**src/rtl/adder_share_arb.sv**
```systemverilog
// adder_share_arb: two requesters share one ripple adder. Round-robin grant,
// valid/ready handshakes, registered result tagged with the requester id.
// Optional feature: define ADDER_SHARE_CARRY_EN to add the res_carry output
// and its carry register; without it the overflow bit is dropped.

module nbit_adder #(
  parameter int WIDTH = 8
) (
  input  logic [WIDTH-1:0] a,
  input  logic [WIDTH-1:0] b,
  input  logic             cin,
  output logic [WIDTH-1:0] sum,
  output logic             cout
);
  logic [WIDTH:0] carry;

  assign carry[0] = cin;

  for (genvar i = 0; i < WIDTH; i++) begin : g_bit
    assign sum[i]     = a[i] ^ b[i] ^ carry[i];
    assign carry[i+1] = (a[i] & b[i]) | (carry[i] & (a[i] ^ b[i]));
  end

  assign cout = carry[WIDTH];
endmodule

// state | meaning
// IDLE  | waiting for a request; grant and ready are live
// ADD   | latched operands go through the adder; result registered at the edge
// HOLD  | result presented with res_valid until res_ready consumes it
module adder_share_arb #(
  parameter int WIDTH = 8
) (
  input  logic             clk,
  input  logic             rst_n,
  input  logic             req0_valid,
  output logic             req0_ready,
  input  logic [WIDTH-1:0] req0_a,
  input  logic [WIDTH-1:0] req0_b,
  input  logic             req1_valid,
  output logic             req1_ready,
  input  logic [WIDTH-1:0] req1_a,
  input  logic [WIDTH-1:0] req1_b,
  output logic             res_valid,
  input  logic             res_ready,
  output logic [WIDTH-1:0] res_sum,
  output logic             res_id
`ifdef ADDER_SHARE_CARRY_EN
  ,
  output logic             res_carry
`endif
);
  localparam logic [1:0] S_IDLE = 2'd0;
  localparam logic [1:0] S_ADD  = 2'd1;
  localparam logic [1:0] S_HOLD = 2'd2;

  logic [1:0]       state;
  logic             last_id;
  logic             grant_valid;
  logic             grant_id;
  logic [WIDTH-1:0] op_a;
  logic [WIDTH-1:0] op_b;
  logic [WIDTH-1:0] add_sum;
`ifdef ADDER_SHARE_CARRY_EN
  logic             add_cout;
`else
  logic             unused_add_cout;
`endif

  // Round-robin grant: a lone requester wins; on contention the one that did not go last wins
  always_comb begin
    grant_valid = req0_valid | req1_valid;
    grant_id    = 1'b0;
    if (req0_valid && req1_valid) begin
      grant_id = ~last_id;
    end else if (req1_valid) begin
      grant_id = 1'b1;
    end
  end

  assign req0_ready = (state == S_IDLE) && req0_valid && !grant_id;
  assign req1_ready = (state == S_IDLE) && req1_valid &&  grant_id;

  nbit_adder #(.WIDTH(WIDTH)) u_adder (
    .a   (op_a),
    .b   (op_b),
    .cin (1'b0),
    .sum (add_sum),
`ifdef ADDER_SHARE_CARRY_EN
    .cout(add_cout)
`else
    .cout(unused_add_cout)
`endif
  );

  // Sequencer: accept in IDLE, register the sum in ADD, hand off in HOLD
  always_ff @(posedge clk or negedge rst_n) begin
    if (!rst_n) begin
      state     <= S_IDLE;
      last_id   <= 1'b1;
      op_a      <= '0;
      op_b      <= '0;
      res_valid <= 1'b0;
      res_sum   <= '0;
      res_id    <= 1'b0;
`ifdef ADDER_SHARE_CARRY_EN
      res_carry <= 1'b0;
`endif
    end else begin
      case (state)
        S_IDLE: begin
          if (grant_valid) begin
            op_a    <= grant_id ? req1_a : req0_a;
            op_b    <= grant_id ? req1_b : req0_b;
            res_id  <= grant_id;
            last_id <= grant_id;
            state   <= S_ADD;
          end
        end
        S_ADD: begin
          res_sum   <= add_sum;
`ifdef ADDER_SHARE_CARRY_EN
          res_carry <= add_cout;
`endif
          res_valid <= 1'b1;
          state     <= S_HOLD;
        end
        S_HOLD: begin
          if (res_ready) begin
            res_valid <= 1'b0;
            state     <= S_IDLE;
          end
        end
        default: state <= S_IDLE;
      endcase
    end
  end
endmodule

```
**config.mk**
```make
export PLATFORM = sky130hd
export DESIGN_NAME = adder_share_arb
export DESIGN_NICKNAME = d
export VERILOG_FILES = /design/src/rtl/adder_share_arb.sv
export SDC_FILE = /design/constraint.sdc
export NUM_CORES = 1
export LEC_CHECK = 0
export ABC_AREA = 1
export BUFFER_PORTS_ARGS = -buffer_cell sky130_fd_sc_hd__buf_2
export CAP_MARGIN = 5
export CORE_MARGIN = 2
export CORE_UTILIZATION = 51
export CTS_CLUSTER_SIZE = 24
export DETAILED_ROUTE_END_ITERATION = 6
export HOLD_SLACK_MARGIN = 0.08
export PLACE_DENSITY_LB_ADDON = 0.25
export SLEW_MARGIN = 20
export SYNTH_ARGS = -nofsm -noshare
export SYNTH_HDL_FRONTEND = slang
export SYNTH_SLANG_ARGS = --single-unit
```
**constraint.sdc**
```tcl
create_clock -name clk -period 3.7 [get_ports clk]
set_input_delay 0.74 -clock clk [delete_from_list [all_inputs] [get_ports clk]]
set_output_delay 0.74 -clock clk [all_outputs]
set_load 0.02 [all_outputs]
```
# ---- Word level (Yosys, flattened, before mapping)
# Index checks and enable logic that the tools add are counted.
dict set report op_classes {
  n_eq_ne 4
  muxes 9
  n_bitwise 36
  reduce_logical 11
}
# cell n
set ops {}
lappend ops {{8-bit two-way mux} 2}
lappend ops {{1-bit bitwise XOR} 15}
lappend ops {{1-bit bitwise AND} 13}
lappend ops {{1-bit OR} 7}
lappend ops {{2-bit case mux with 3 select lines} 1}
lappend ops {{2-bit AND reduction} 3}
lappend ops {{1-bit logical AND} 5}
lappend ops {{2-bit two-way mux} 2}
lappend ops {{2-bit != test (second input constant)} 2}
lappend ops {{1-bit two-way mux} 3}
lappend ops {{2-bit by 1-bit equality test with 1-bit output (second input constant)} 1}
lappend ops {{2-bit equality test (second input constant)} 1}
lappend ops {{2-bit zero test} 1}
lappend ops {{1-bit case mux with 2 select lines} 1}
lappend ops {{2-bit nonzero test} 1}
lappend ops {{1-bit zero test} 1}
lappend ops {{1-bit inverter} 1}
dict set report totals {
  register_bits 29
  inputBits 37
  output_inout_bits 12
  wordCells 67
}

# ---- Logic depth before layout (Yosys ltp)
dict set report logic_depth {
  depth_word 14
  mapped_depth 12
  mapped_depth_nobuf 12
}

# ---- Hierarchy
# A second synthesis with hierarchy kept.
dict set report hier_totals {
  cells_unflattened 215
  area_unflattened_um2 1672.9
}
# mod instances cells_each area_per_inst_um2 seq_area_each_um2
set by_module_without_submodules {}
lappend by_module_without_submodules {adder_share_arb 1 197 1475.2 726.9}
lappend by_module_without_submodules {nbit_adder 1 18 197.7 0.0}

# ---- Least setup slack after synthesis
# OpenSTA, ideal clock, no wires.
dict set report synth_path {
  path_type {flip-flop to flip-flop}
  startpoint {register op_a[0]}
  endpoint {register res_sum[7]}
  setup_time_ps 117
  t_arrival_ps 2921
  setup_slack_ps 662
  path_stages_with_launch 13
  period_less_slack_ps 3038
  cell_sequence {dfrtp_1 -> ha_1 -> inv_1 -> fa_1 -> inv_1 -> fa_1 -> fa_1 -> fa_1 -> fa_1 -> fa_1 -> nand3b_1 -> nand3_1 -> nand2_1}
}
dict set report synth_via {
  elab_chain_len 14
}
# element line_no
set synth_lines {}
lappend synth_lines {{start: declaration} 61} ;# logic [WIDTH-1:0] op_a;
lappend synth_lines {{start signal: assignment} 113} ;# op_a <= grant_id ? req1_a : req0_a;
lappend synth_lines {{1-bit bitwise AND (2 in series)} 21} ;# assign carry[i+1] = (a[i] & b[i]) | (carry[i] & (a[i] ^ b[i]));
lappend synth_lines {{1-bit OR} 21}
lappend synth_lines {{1-bit bitwise AND} 21}
lappend synth_lines {{1-bit OR} 21}
lappend synth_lines {{1-bit bitwise AND} 21}
lappend synth_lines {{1-bit OR} 21}
lappend synth_lines {{1-bit bitwise AND} 21}
lappend synth_lines {{1-bit OR} 21}
lappend synth_lines {{1-bit bitwise AND} 21}
lappend synth_lines {{1-bit OR} 21}
lappend synth_lines {{1-bit bitwise AND} 21}
lappend synth_lines {{1-bit OR} 21}
lappend synth_lines {{1-bit bitwise XOR} 20} ;# assign sum[i] = a[i] ^ b[i] ^ carry[i];
lappend synth_lines {{end signal: assignment} 121} ;# res_sum <= add_sum;
lappend synth_lines {{end: declaration} 46} ;# output logic [WIDTH-1:0] res_sum,
# Every way passes these cells.
# A chain may end at the register's enable or synchronous reset.

# ---- Worst setup path after layout
# Same ends and word-level chain as after synthesis.

==> results.sh <==
export IMPL_die_w_um=60.4
export IMPL_ys_warnings_count=0
export IMPL_grt_pass1_wl_um=5100
export IMPL_worstPathMaxFanout=2
export IMPL_critPathLaunchType="register"
export IMPL_finalNetCount=289
export IMPL_finalPower_uw=1510
export IMPL_period_needed_ps=3160
export IMPL_dieArea_um2=3650
export IMPL_drv_slew=0
export IMPL_synth_seq_cells=29
export IMPL_path_clk_slew_ps=90
export IMPL_ir_drop_uv=296
export IMPL_avgSynthCellArea_um2=8.27
export IMPL_cp_end_kind="register"
export IMPL_cts_setup_buffers=0
export IMPL_status="finished clean"
export IMPL_fmax_ghz=0.316
export IMPL_critPathSlowestCell="dfrtp_1"
export IMPL_die_h_um=60.4
export IMPL_first_pass_iters=4
export IMPL_grt_pass1_vias=1211
export IMPL_syn2layout_area_growth_pct=18.7
export IMPL_pin_count=49
export IMPL_p_leak_uw=0.00110
export IMPL_cp_common_cell="fa_1"
export IMPL_hold_viol=0
export IMPL_clock_latency_ps=320
export IMPL_cts_buffers=5
export IMPL_grt_use_total=0.190
export IMPL_grt_max_degree=30
export IMPL_cts_htree_levels=2
export IMPL_placed_area_um2=1870
export IMPL_synthDistinctLibCells=20
export IMPL_hp_class="in2async"
export IMPL_drive_above_1_share=0.256
export IMPL_rsz0062_at_grt="no"
export IMPL_crit_required_ps=3910
export IMPL_remaining_drc_errors=0
export IMPL_crit_type="reg2reg"
export IMPL_ctsLongestPathBuffers=2
export IMPL_crit_buf_inv=2
export IMPL_finalWirelength_um=3100
export IMPL_crit_path_max_incr_delay_ps=390
export IMPL_vias=1370
export IMPL_fin_skew_ps=6.32
export IMPL_first_iter_violations=33
export IMPL_finalInstanceArea_um2=1920
export IMPL_n_antenna_cell=0
export IMPL_syn_area_um2=1620
export IMPL_antenna_found_initial=0
export IMPL_cp_cell_sequence="ha_1, inv_1, fa_1, inv_1, fa_1, fa_1, fa_1, fa_1, fa_1, nand3b_1, nand3_1, nand2_1"
export IMPL_place_congestion=0.739
export IMPL_hold_buffers=0
export IMPL_syn_nets=240
export IMPL_min_period_over_period=0.854
export IMPL_hold_ws_ps=425
export IMPL_viasPerCell=4.72
export IMPL_antenna_left=0
export IMPL_finalSetupViolCount=0
export IMPL_initial_core_util=0.536
export IMPL_row_count=20
export IMPL_cap_violations=0
export IMPL_dp_hpwl_um=2390
export IMPL_root_buffer="clkbuf_4"
export IMPL_ctsResizeCount=0
export IMPL_gr_total_overflow=0
export IMPL_synth_cells=196
export IMPL_worst_pin_slew_ps=615
export IMPL_coreArea_um2=3030
export IMPL_cts_sinks=29
export IMPL_wl_per_cell_um=10.7
export IMPL_cpLargestDelayFamily="adder cells"
export IMPL_worstPathArrival_ps=3370
export IMPL_seq_area_frac_synth=0.448
export IMPL_portBuffers=48
export IMPL_cts_tree="built"
export IMPL_relSlewSlack=0.590
export IMPL_fin_tns_setup_ps=0
export IMPL_p_per_area_nw_per_um2=784
==> cell type report <==
type,count,area [um2]
timing repair buffer,48,240
fill,285,1100
clock buffer,8,58.8
sequential,29,727
tap,44,55.1
inverter,28,108
multi-input combinational,133,736
==> Yosys cell counts <==
master / count / area [um2]
dfrtp_1: 28 / 701
dfstp_2: 1 / 26.3
nor2_8: 1 / 20.0
nor2_2: 1 / 6.26
nand2_1: 79 / 297
nand3b_1: 17 / 128
nor2_4: 1 / 11.3
inv_4: 1 / 6.26
inv_2: 1 / 3.75
nand2_4: 1 / 11.3
nor2_1: 2 / 7.51
inv_1: 26 / 97.6
fa_1: 6 / 120
ha_1: 1 / 12.5
buf_6: 3 / 33.8
buf_4: 1 / 7.51
o21ai_0: 3 / 15.0
nand2_2: 2 / 12.5
buf_2: 2 / 10.0
nand3_1: 19 / 95.1
==> metrics by stage <==
step / utilization / instances / setup WS, ps
global placement: 0.616 / 282 / 598
finish: 0.636 / 290 / 540
detailed placement: 0.616 / 282 / 553
floorplan: - / 196 / 662
global route: 0.636 / 290 / 390
CTS: 0.636 / 290 / 528
==> power breakdown <==
part / total [uW] / switching [uW] / internal (uW)
logic: 724 / 455 / 269
clock network: 197 / 103 / 93.7
registers: 588 / 105 / 483
total: 1510 / 663 / 845
==> cell usage in the layout (no fill, tap or decap), drive strengths merged <==
master / instances
nand2: 82
buf: 48
dfrtp: 28
inv: 28
nand3: 19
nand3b: 17
clkbuf: 8
fa: 6
nor2: 5
o21ai: 3
ha: 1
dfstp: 1
==> cells by family after synthesis <==
kind of cell	Yosys count	share of synthesized area
adders and majority gates	7	0.0818
DFF	29	0.448
buffers and inverters	34	0.0980
and+or+nand+nor	123	0.363
AOI/OAI and AO/OA	3	0.00926
==> path summary, 6_finish.rpt <==
| check | startpoint | endpoint | slack, ps | cells past startpoint |
|---|---|---|---|---|
| max | op_a[0] | res_sum[7] | 540 | 12 |
| min in group clk | res_sum[2] | res_sum[2] | 470 | 2 |
| max reg2reg | op_a[0] | res_sum[7] | 540 | 12 |
| min reg2reg | res_sum[2] | res_sum[2] | 470 | 2 |
| max in group asynchronous | rst_n | op_a[2] | 2870 | 1 |
| min | rst_n | res_sum[2] | 420 | 1 |
==> state kept, by name, summed over array words and instances (netlist names) <==
register,cells
last_id,1
op_a,8
op_b,8
res_id,1
res_sum,8
res_valid,1
state,2
==> per-layer routing <==
| layer | part of all wire | track usage | vias to the layer above |
|---|---|---|---|
| li1 | - | - | 699 |
| met4 | 0.015 | 0.0762 | 0 |
| met1 | 0.46 | 0.253 | 626 |
| met2 | 0.47 | 0.303 | 38 |
| met5 | 0 | 0 | - |
| met3 | 0.054 | 0.0448 | 7 |
Power figures use the tool's default switching activity.
